==> src/rtl/afe_ppg_model_wave_gen.sv <==
// rtl/afe_ppg_model_wave_gen.sv - triangle PPG generator; ac outputs always match the live phase
module ppg_wave_gen #(
  parameter int PERIOD_LOG2 = 10,
  parameter int AC_IR_AMP   = 32,
  parameter int AC_RED_AMP  = 24
) (
  input  logic              clk,
  input  logic              rst,
  output logic signed [9:0] ac_ir,
  output logic signed [9:0] ac_red
);

  logic [PERIOD_LOG2-1:0] phase;
  logic [PERIOD_LOG2-1:0] phase_nxt;

  function automatic logic signed [9:0] ac_of(input logic [PERIOD_LOG2-1:0] ph, input int amp);
    int ph_i;
    int tri_v;
    ph_i  = int'(ph);
    tri_v = (ph_i < (1 << (PERIOD_LOG2-1))) ? ph_i : (1 << PERIOD_LOG2) - ph_i;
    return 10'(((tri_v * amp) >>> (PERIOD_LOG2-1)) - (amp >>> 1));
  endfunction

  always_comb phase_nxt = phase + PERIOD_LOG2'(1);

  // ac is registered from the next phase so it lines up with phase itself
  always_ff @(posedge clk) begin
    if (rst) begin
      phase  <= '0;
      ac_ir  <= ac_of('0, AC_IR_AMP);
      ac_red <= ac_of('0, AC_RED_AMP);
    end else begin
      phase  <= phase_nxt;
      ac_ir  <= ac_of(phase_nxt, AC_IR_AMP);
      ac_red <= ac_of(phase_nxt, AC_RED_AMP);
    end
  end

endmodule

==> config.mk <==
export PLATFORM = sky130hd
export DESIGN_NAME = ppg_wave_gen
export DESIGN_NICKNAME = d
export VERILOG_FILES = /design/src/rtl/afe_ppg_model_wave_gen.sv
export SDC_FILE = /design/constraint.sdc
export NUM_CORES = 1
export LEC_CHECK = 0
export CAP_MARGIN = 15
export CORE_MARGIN = 4
export CORE_UTILIZATION = 40
export CTS_CLUSTER_SIZE = 24
export DETAILED_ROUTE_END_ITERATION = 6
export GPL_TIMING_DRIVEN = 0
export SLEW_MARGIN = 0
export SYNTH_ARGS = -nofsm -noshare
export SYNTH_HDL_FRONTEND = slang
export SYNTH_SLANG_ARGS = --single-unit
export TNS_END_PERCENT = 20
==> constraint.sdc <==
create_clock -name clk -period 4.45 [get_ports clk]
set_clock_uncertainty 0.2 [all_clocks]
set_input_delay 0.89 -clock clk [delete_from_list [all_inputs] [get_ports clk]]
set_output_delay 0.89 -clock clk [all_outputs]
set_load 0.05 [all_outputs]
==> results by group, run 1 <==
Drt
  • DRC viols: 0
  • Average vias per placed instance: 4.879
  • Wire per inst: 11.86 um
  • Post-DRT Antenna Nets: 0
  • Pre-Repair DR Iteration Count: 4
  • Vias post-DR: 1,376
  • Detailed Route Iter0 Violations: 38
  • Final wirelength: 3.344 mm

Yosys
  • EDFF count, synth: 0
  • Cell count after synthesis: 197
  • Post-synthesis sequential area ratio: 0.3148
  • Most common flop cell mapped by yosys: dfxtp_1
  • Number of unique standard cell types used by synthesis: 49
  • Most area-consuming cells after synthesis: dfxtp_1 31%, ha_1 16%, xnor2_1 5.2%
  • Synth Register Bits: 29
  • Average cell area after synthesis: 9.362 um2
  • Share of the synthesized area in the top cell type: 0.3148
  • Synthesis Warnings: 0
  • Main combinational cell family by area after synthesis: simple AND/OR/NAND/NOR gates
  • Most frequent cell after synthesis: dfxtp_1
  • Top cell type by total area after synthesis: dfxtp_1
  • Mux cell area share after synthesis: 0.01085
  • Async set-or-reset flop fraction in the synthesized netlist: 0
  • Post-synthesis instance area: 0.001844 mm2
  • Post-synthesis share of cell area spent on and, or, nand and nor gates: 0.2001
  • Xor and xnor area share after synthesis: 0.1370
  • Post-synthesis adder-cell area fraction: 0.1560
  • Cell types with the highest counts after synthesis: 29 x dfxtp_1, 23 x ha_1, 23 x nor2_1, 14 x nand2_1, 11 x xnor2_1
  • Compound-gate portion of the synthesized area: 0.1479

Worst hold path
  • End point of the most critical hold path: phase[0]$_SDFF_PP0_
  • Class of the tightest hold or removal check: flip-flop to flip-flop
  • Hold path cells: 2
  • Start point of the worst hold path: phase[0]$_SDFF_PP0_

Pwr
  • Pint: 420.2 uW
  • Net switching power figure: 146.7 uW
  • Sw Ratio: 0.2588
  • Total Power Consumption: 566.8 uW
  • Share of power burned in registers: 0.480
  • Lkg Pwr: 1.055 nW
  • Max rail drop VDD: 0.0001606 V
  • Cell Pwr Density: 248.8 mW/mm2
  • Gate power share: 0.138
  • Relative contribution of the clock network to total power: 0.382

Final layout
  • Count of filler cells inserted in the layout: 430
  • Antenna Diode Count: 0
  • Fin nets: 255
  • Layout cells sized above 1: 0.1696
  • Synth-to-Final Area Change: 23.54%
  • Non-Filler Instances: 282
  • Final std cell area, no fill: 0.002278 mm2

Worst setup path
  • Critical path required time: 4.42 ns
  • Critical register-to-register path startpoint: phase[0]$_SDFF_PP0_
  • Capturing point of the worst reg2reg path: ac_red[7]$_SDFF_PP1_
  • Worst Path Class, Setup: flip-flop to flip-flop
  • Number of cells on the worst reg-to-reg path: 16
  • CP startpoint kind: flip-flop
  • Type of destination of the critical path: flip-flop
  • Endpoint arrival time on the critical path: 4.08 ns
  • Maximum fanout count along the critical path: 9
  • Launch point of the worst path: phase[0]$_SDFF_PP0_
  • Flop2flop setup slack: 0.34 ns

Timing
  • Actual slew at the worst max-slew pin: 0.5638 ns
  • Final hold violations: 0
  • Max frequency: 0.2434 GHz
  • Number of failing setup endpoints in the final timing report: 0
  • Minimum setup slack in the final design: 0.3411 ns
  • Final Max Tran Viols: 0
  • Final cycle utilization of the critical path: 0.9233
  • Relative slew slack: 0.6241
  • Shortest period the worst path allows: 4.109 ns

GRT
  • Overall overflow remaining after global route: 0
  • Maximum number of pins on one net before global-route repair: 11
  • Global-route usage over all layers: 0.1295
  • Via count of the first global-routing pass: 1,416
  • Global-route wire length before repair: 6.265 mm
  • Number of antenna violations at the first check in global routing: 0

Job
  • Reported max-cap violation count: 0

Floorplan
  • Die span in x: 75.90 um
  • Number of top-level design ports: 22
  • Core region area: 0.004414 mm2
  • Starting Density: 0.4178
  • Die Ht: 75.90 um
  • Die Area: 0.005761 mm2
  • Standard-cell row count: 24

Run status
  • Result of the run: finished clean

Clocking
  • Clock Pin Slew Worst Setup and Hold Paths: 0.06 ns
  • Root Driver: clkbuf_8
  • Hold-fix buffers at CTS: 0
  • Worst-Skew Late Latency: 0.28 ns
  • TritonCTS clock tree: built
  • Num CTS Buffers: 5
  • CTS HTree Levels: 2
  • Buffer depth of the longest clock path: 2
  • Sink Count: 29

Place
  • Post-Place Cell Area: 0.002131 mm2
  • Dpl cells: 273
  • HPWL after DPL: 2.644 mm
  • Setup Slack @ Placement: 0.2096 ns
  • Number of port buffers: 21
  • Routability cong.: 0.8355
## metal layers
metal	track usage	wire, um	share of wire
met5	0	0	0
met4	0.04804	63	0.019
met2	0.2149	1589	0.48
met1	0.1577	1578	0.47
met3	0.03673	112	0.033
## how the worst max path moves through the flow
stage / to / slack (ns) / cells after the start
finish: ac_red[7]$_SDFF_PP1_ / 0.34 / 16
global route: ac_red[4]$_SDFF_PP1_ / -0.02 / 17
CTS: ac_red[4]$_SDFF_PP1_ / 0.19 / 16
detailed placement: ac_red[4]$_SDFF_PP1_ / 0.21 / 16
global placement: ac_red[4]$_SDFF_PP1_ / 0.23 / 16
floorplan: ac_red[4]$_SDFF_PP1_ / 0.64 / 18
## flip-flops by register name, summed over array words and instances (netlist names)
register,flops
phase,10
ac_ir,9
ac_red,10
## final cells by class
cell class,instances,area [um2],share of cell area
Multi-Input combinational cell,159,1266,0.5557
Inverter,6,22.52,0.009885
Clock buffer,7,86.33,0.03789
Buffer,6,31.28,0.01373
Sequential cell,29,581.8,0.2554
Tap cell,52,65.06,0.02856
Timing Repair Buffer,23,225.2,0.09885
## worst max-delay path, cell delays in order, from the launching register on
cell and delay [ns]:
dfxtp_1 0.37, buf_4 0.18, nand3_1 0.18, nor3_4 0.24
xnor2_4 0.15, a21oi_1 0.17, xor2_1 0.26, inv_1 0.12
ha_1 0.30, ha_1 0.33, a21o_1 0.20, a21o_1 0.18
a21oi_2 0.16, a21oi_2 0.09, or3_4 0.35, and2_4 0.18
o41ai_1 0.34
## cell usage in the layout (no fill, tap or decap), drive strengths merged, types with 5 or more instances in the layout
master	netlist	routed
dfxtp	29	29
xnor2	14	14
and2	7	7
conb	2	5
a21o	6	6
nand2	15	15
inv	6	6
ha	23	23
nor2	24	24
a21oi	9	9
nand3	5	5
buf	3	5
nor3	5	5
and3	5	5
xor2	8	8
clkbuf	3	10
clkdlybuf4s50	0	21
o21ai	5	5
## power by group through the flow
stage	clock network, mW	logic, mW	registers [mW]
finish	0.216	0.0783	0.272
detailed placement	0	0.0786	0.277
global placement	0	0.0782	0.277
CTS	0.224	0.0790	0.272
floorplan	0	0.0405	0.295
global route	0.235	0.0866	0.273
## repair_timing
item,CTS,global route
buffers inserted,0,2
resized for setup,0,8
setup endpoints to repair,0,5
## cell families (layout without fill, tap and decap cells)
group	count (synthesis)	after routing
AND/OR/NAND/NOR	71	71
AO/OA/AOI/OAI	35	35
flip-flops	29	29
adder cells (fa/ha/maj)	23	23
XOR/XNOR	23	23
buffers and inverters	12	42
other	2	5
multiplexers	2	2
## per-stage QoR
step	hold WS [ns]	utilization	setup TNS [ns]
finish	0.4328	0.5162	0
global route	0.4815	0.5162	-0.01882
detailed placement	0.4173	0.4827	0
global placement	0.4055	0.4827	0
CTS	0.4314	0.5023	0
floorplan	0.3746	-	0
No activity file was read; power rests on OpenSTA's default activity.
==> run 2, diff against run 1 <==
--- a/config.mk
+++ b/config.mk
@@ -8,8 +8,10 @@
 export CAP_MARGIN = 15
 export CORE_MARGIN = 4
 export CORE_UTILIZATION = 40
+export CTS_CLUSTER_DIAMETER = 50
 export CTS_CLUSTER_SIZE = 24
 export DETAILED_ROUTE_END_ITERATION = 6
+export DONT_BUFFER_PORTS = 1
 export GPL_TIMING_DRIVEN = 0
 export SLEW_MARGIN = 0
 export SYNTH_ARGS = -nofsm -noshare
==> results by group, run 2 (synthesis gave the netlist of run 1 again) <==
Final layout
  • Count of filler cells inserted in the layout: 432
  • Largest registers ranked by flip-flop count: ac_red x10, phase x10, ac_ir x9
  • Antenna Diode Count: 0
  • Final std cell area, no fill: 0.002034 mm2
  • Layout cells sized above 1: 0.1770
  • Fin nets: 233
  • Most frequent cells in the layout: 28 x dfxtp_1, 23 x nor2_1, 23 x ha_1
  • Leading cell type in the layout, fill and taps excluded: dfxtp_1
  • Synth-to-Final Area Change: 10.31%

Clocking
  • Sink Count: 29
  • Clock Pin Slew Worst Setup and Hold Paths: 0.06 ns
  • Worst-Skew Late Latency: 0.27 ns
  • Root Driver: clkbuf_8
  • Num CTS Buffers: 5
  • TritonCTS clock tree: built
  • Buffer depth of the longest clock path: 2
  • CTS HTree Levels: 2

Drt
  • Pre-Repair DR Iteration Count: 4
  • Detailed Route Iter0 Violations: 50
  • Post-DRT Antenna Nets: 0
  • DRC viols: 0
  • Vias post-DR: 1,297
  • Final wirelength: 3.194 mm
  • Average vias per placed instance: 4.969
  • Wire per inst: 12.24 um

GRT
  • Met3 Track Usage GR: 0.04384
  • Via count of the first global-routing pass: 1,258
  • Overall overflow remaining after global route: 0
  • Global-route wire length before repair: 5.761 mm
  • Maximum number of pins on one net before global-route repair: 11
  • Number of antenna violations at the first check in global routing: 0
  • Global routing's busiest layer: met2
  • Global-route usage over all layers: 0.1225
  • Met2 global-route usage: 0.2029
  • Global-route track usage on met1: 0.1450

Floorplan
  • Starting Density: 0.4178
  • Die Ht: 75.90 um
  • Core region area: 0.004414 mm2
  • Number of top-level design ports: 22
  • Die Area: 0.005761 mm2
  • Die span in x: 75.90 um
  • Standard-cell row count: 24

Worst setup path
  • Worst Path Class, Setup: flip-flop to flip-flop
  • Stage delay of the slowest cell on the critical path: 0.37 ns
  • Cells traversed along the worst timing path: buf_4 -> nand3_1 -> nor3_2 -> xnor2_2 -> a21oi_1 -> xor2_1 -> inv_1 -> ha_1 -> ha_1 -> a21o_1 -> a21o_1 -> a21oi_2 -> a21oi_2 -> or3_4 -> and2_4 -> o41ai_1
  • Maximum fanout count along the critical path: 9
  • Type of destination of the critical path: flip-flop
  • Endpoint arrival time on the critical path: 4.08 ns
  • Critical path required time: 4.42 ns
  • Worst path slowest cell: dfxtp_1
  • CP startpoint kind: flip-flop

Pwr
  • Pint: 396.0 uW
  • Net switching power figure: 150.2 uW
  • Share of power burned in registers: 0.532
  • Cell Pwr Density: 268.5 mW/mm2
  • Relative contribution of the clock network to total power: 0.379
  • Sw Ratio: 0.2749
  • Max rail drop VDD: 0.0001247 V
  • Lkg Pwr: 0.9567 nW
  • Gate power share: 0.088
  • Total Power Consumption: 546.2 uW

Timing
  • Actual slew at the worst max-slew pin: 0.5385 ns
  • Final hold violations: 0
  • Final Max Tran Viols: 0
  • Shortest period the worst path allows: 4.102 ns
  • Final cycle utilization of the critical path: 0.9217
  • Max frequency: 0.2438 GHz
  • Number of failing setup endpoints in the final timing report: 0
  • Relative slew slack: 0.6410

Place
  • HPWL after DPL: 2.445 mm
  • Routability cong.: 0.7900
  • Post-Place Cell Area: 0.001921 mm2
  • Number of port buffers: 0

Worst hold path
  • Class of the tightest hold or removal check: flip-flop to flip-flop

Run status
  • Result of the run: finished clean

Job
  • Reported max-cap violation count: 0
## run 2: critical path, delay by kind of cell, from the launching register on
| family | cells | cell delay, ns |
|---|---|---|
| AO/OA/AOI/OAI | 6 | 1.14 |
| adder cells (fa/ha/maj) | 2 | 0.62 |
| AND/OR/NAND/NOR | 4 | 0.91 |
| XOR/XNOR | 2 | 0.46 |
| flip-flops | 1 | 0.37 |
| buffers and inverters | 2 | 0.29 |
## run 2: stage by stage
stage                     instances  setup WS [ns]  utilization   TNS [ns]  hold slack [ns]
after global routing            261      -0.001859       0.4609  -0.001859           0.4884
after detailed placement        252         0.2271       0.4351          0           0.4187
after global placement          252         0.2326       0.4351          0           0.4115
final                           261         0.3483       0.4609          0           0.4345
after CTS                       260         0.1771       0.4538          0           0.4365
after floorplan                 200         0.6391            -          0           0.3746
## run 2: timing repair
action / CTS / global route
hold buffers: 0 / 0
endpoints found under the setup margin: 0 / 5
hold endpoints to repair: 0 / 0
resized for setup: 0 / 4
setup buffers: 0 / 1
## run 2: path summary, 6_finish.rpt
path,start,endpoint,slack (ns),cells after the start
min,phase[0]$_SDFF_PP0_,phase[0]$_SDFF_PP0_,0.43,2
max,phase[0]$_SDFF_PP0_,ac_red[7]$_SDFF_PP1_,0.35,16
min reg2reg,phase[0]$_SDFF_PP0_,phase[0]$_SDFF_PP0_,0.43,2
max reg2reg,phase[0]$_SDFF_PP0_,ac_red[7]$_SDFF_PP1_,0.35,16
## run 2: area by class of cell
cell class,count,area (um2),share of cell area
Buffer,6,31.28,0.01538
Sequential cell,29,581.8,0.2860
Clock buffer,6,72.57,0.03567
Inverter,6,22.52,0.01107
Clock inverter,2,10.01,0.004920
Timing Repair Buffer,1,7.507,0.003690
Multi-Input combinational cell,159,1244,0.6113
Tap cell,52,65.06,0.03198
## run 2: per-layer routing
| metal | up-vias | part of all wire |
|---|---|---|
| met5 | - | 0 |
| met4 | 0 | 0.015 |
| met3 | 5 | 0.029 |
| met2 | 15 | 0.49 |
| met1 | 587 | 0.47 |
| li1 | 690 | - |
## run 2: power by group through the flow
stage          clock network [mW]  registers, mW  logic [mW]
2_1_floorplan                   0          0.295      0.0405
3_3_place_gp                    0          0.296      0.0483
3_5_place_dp                    0          0.296      0.0486
4_1_cts                     0.220          0.290      0.0490
5_1_grt                     0.234          0.292      0.0559
6_report                    0.207          0.291      0.0483
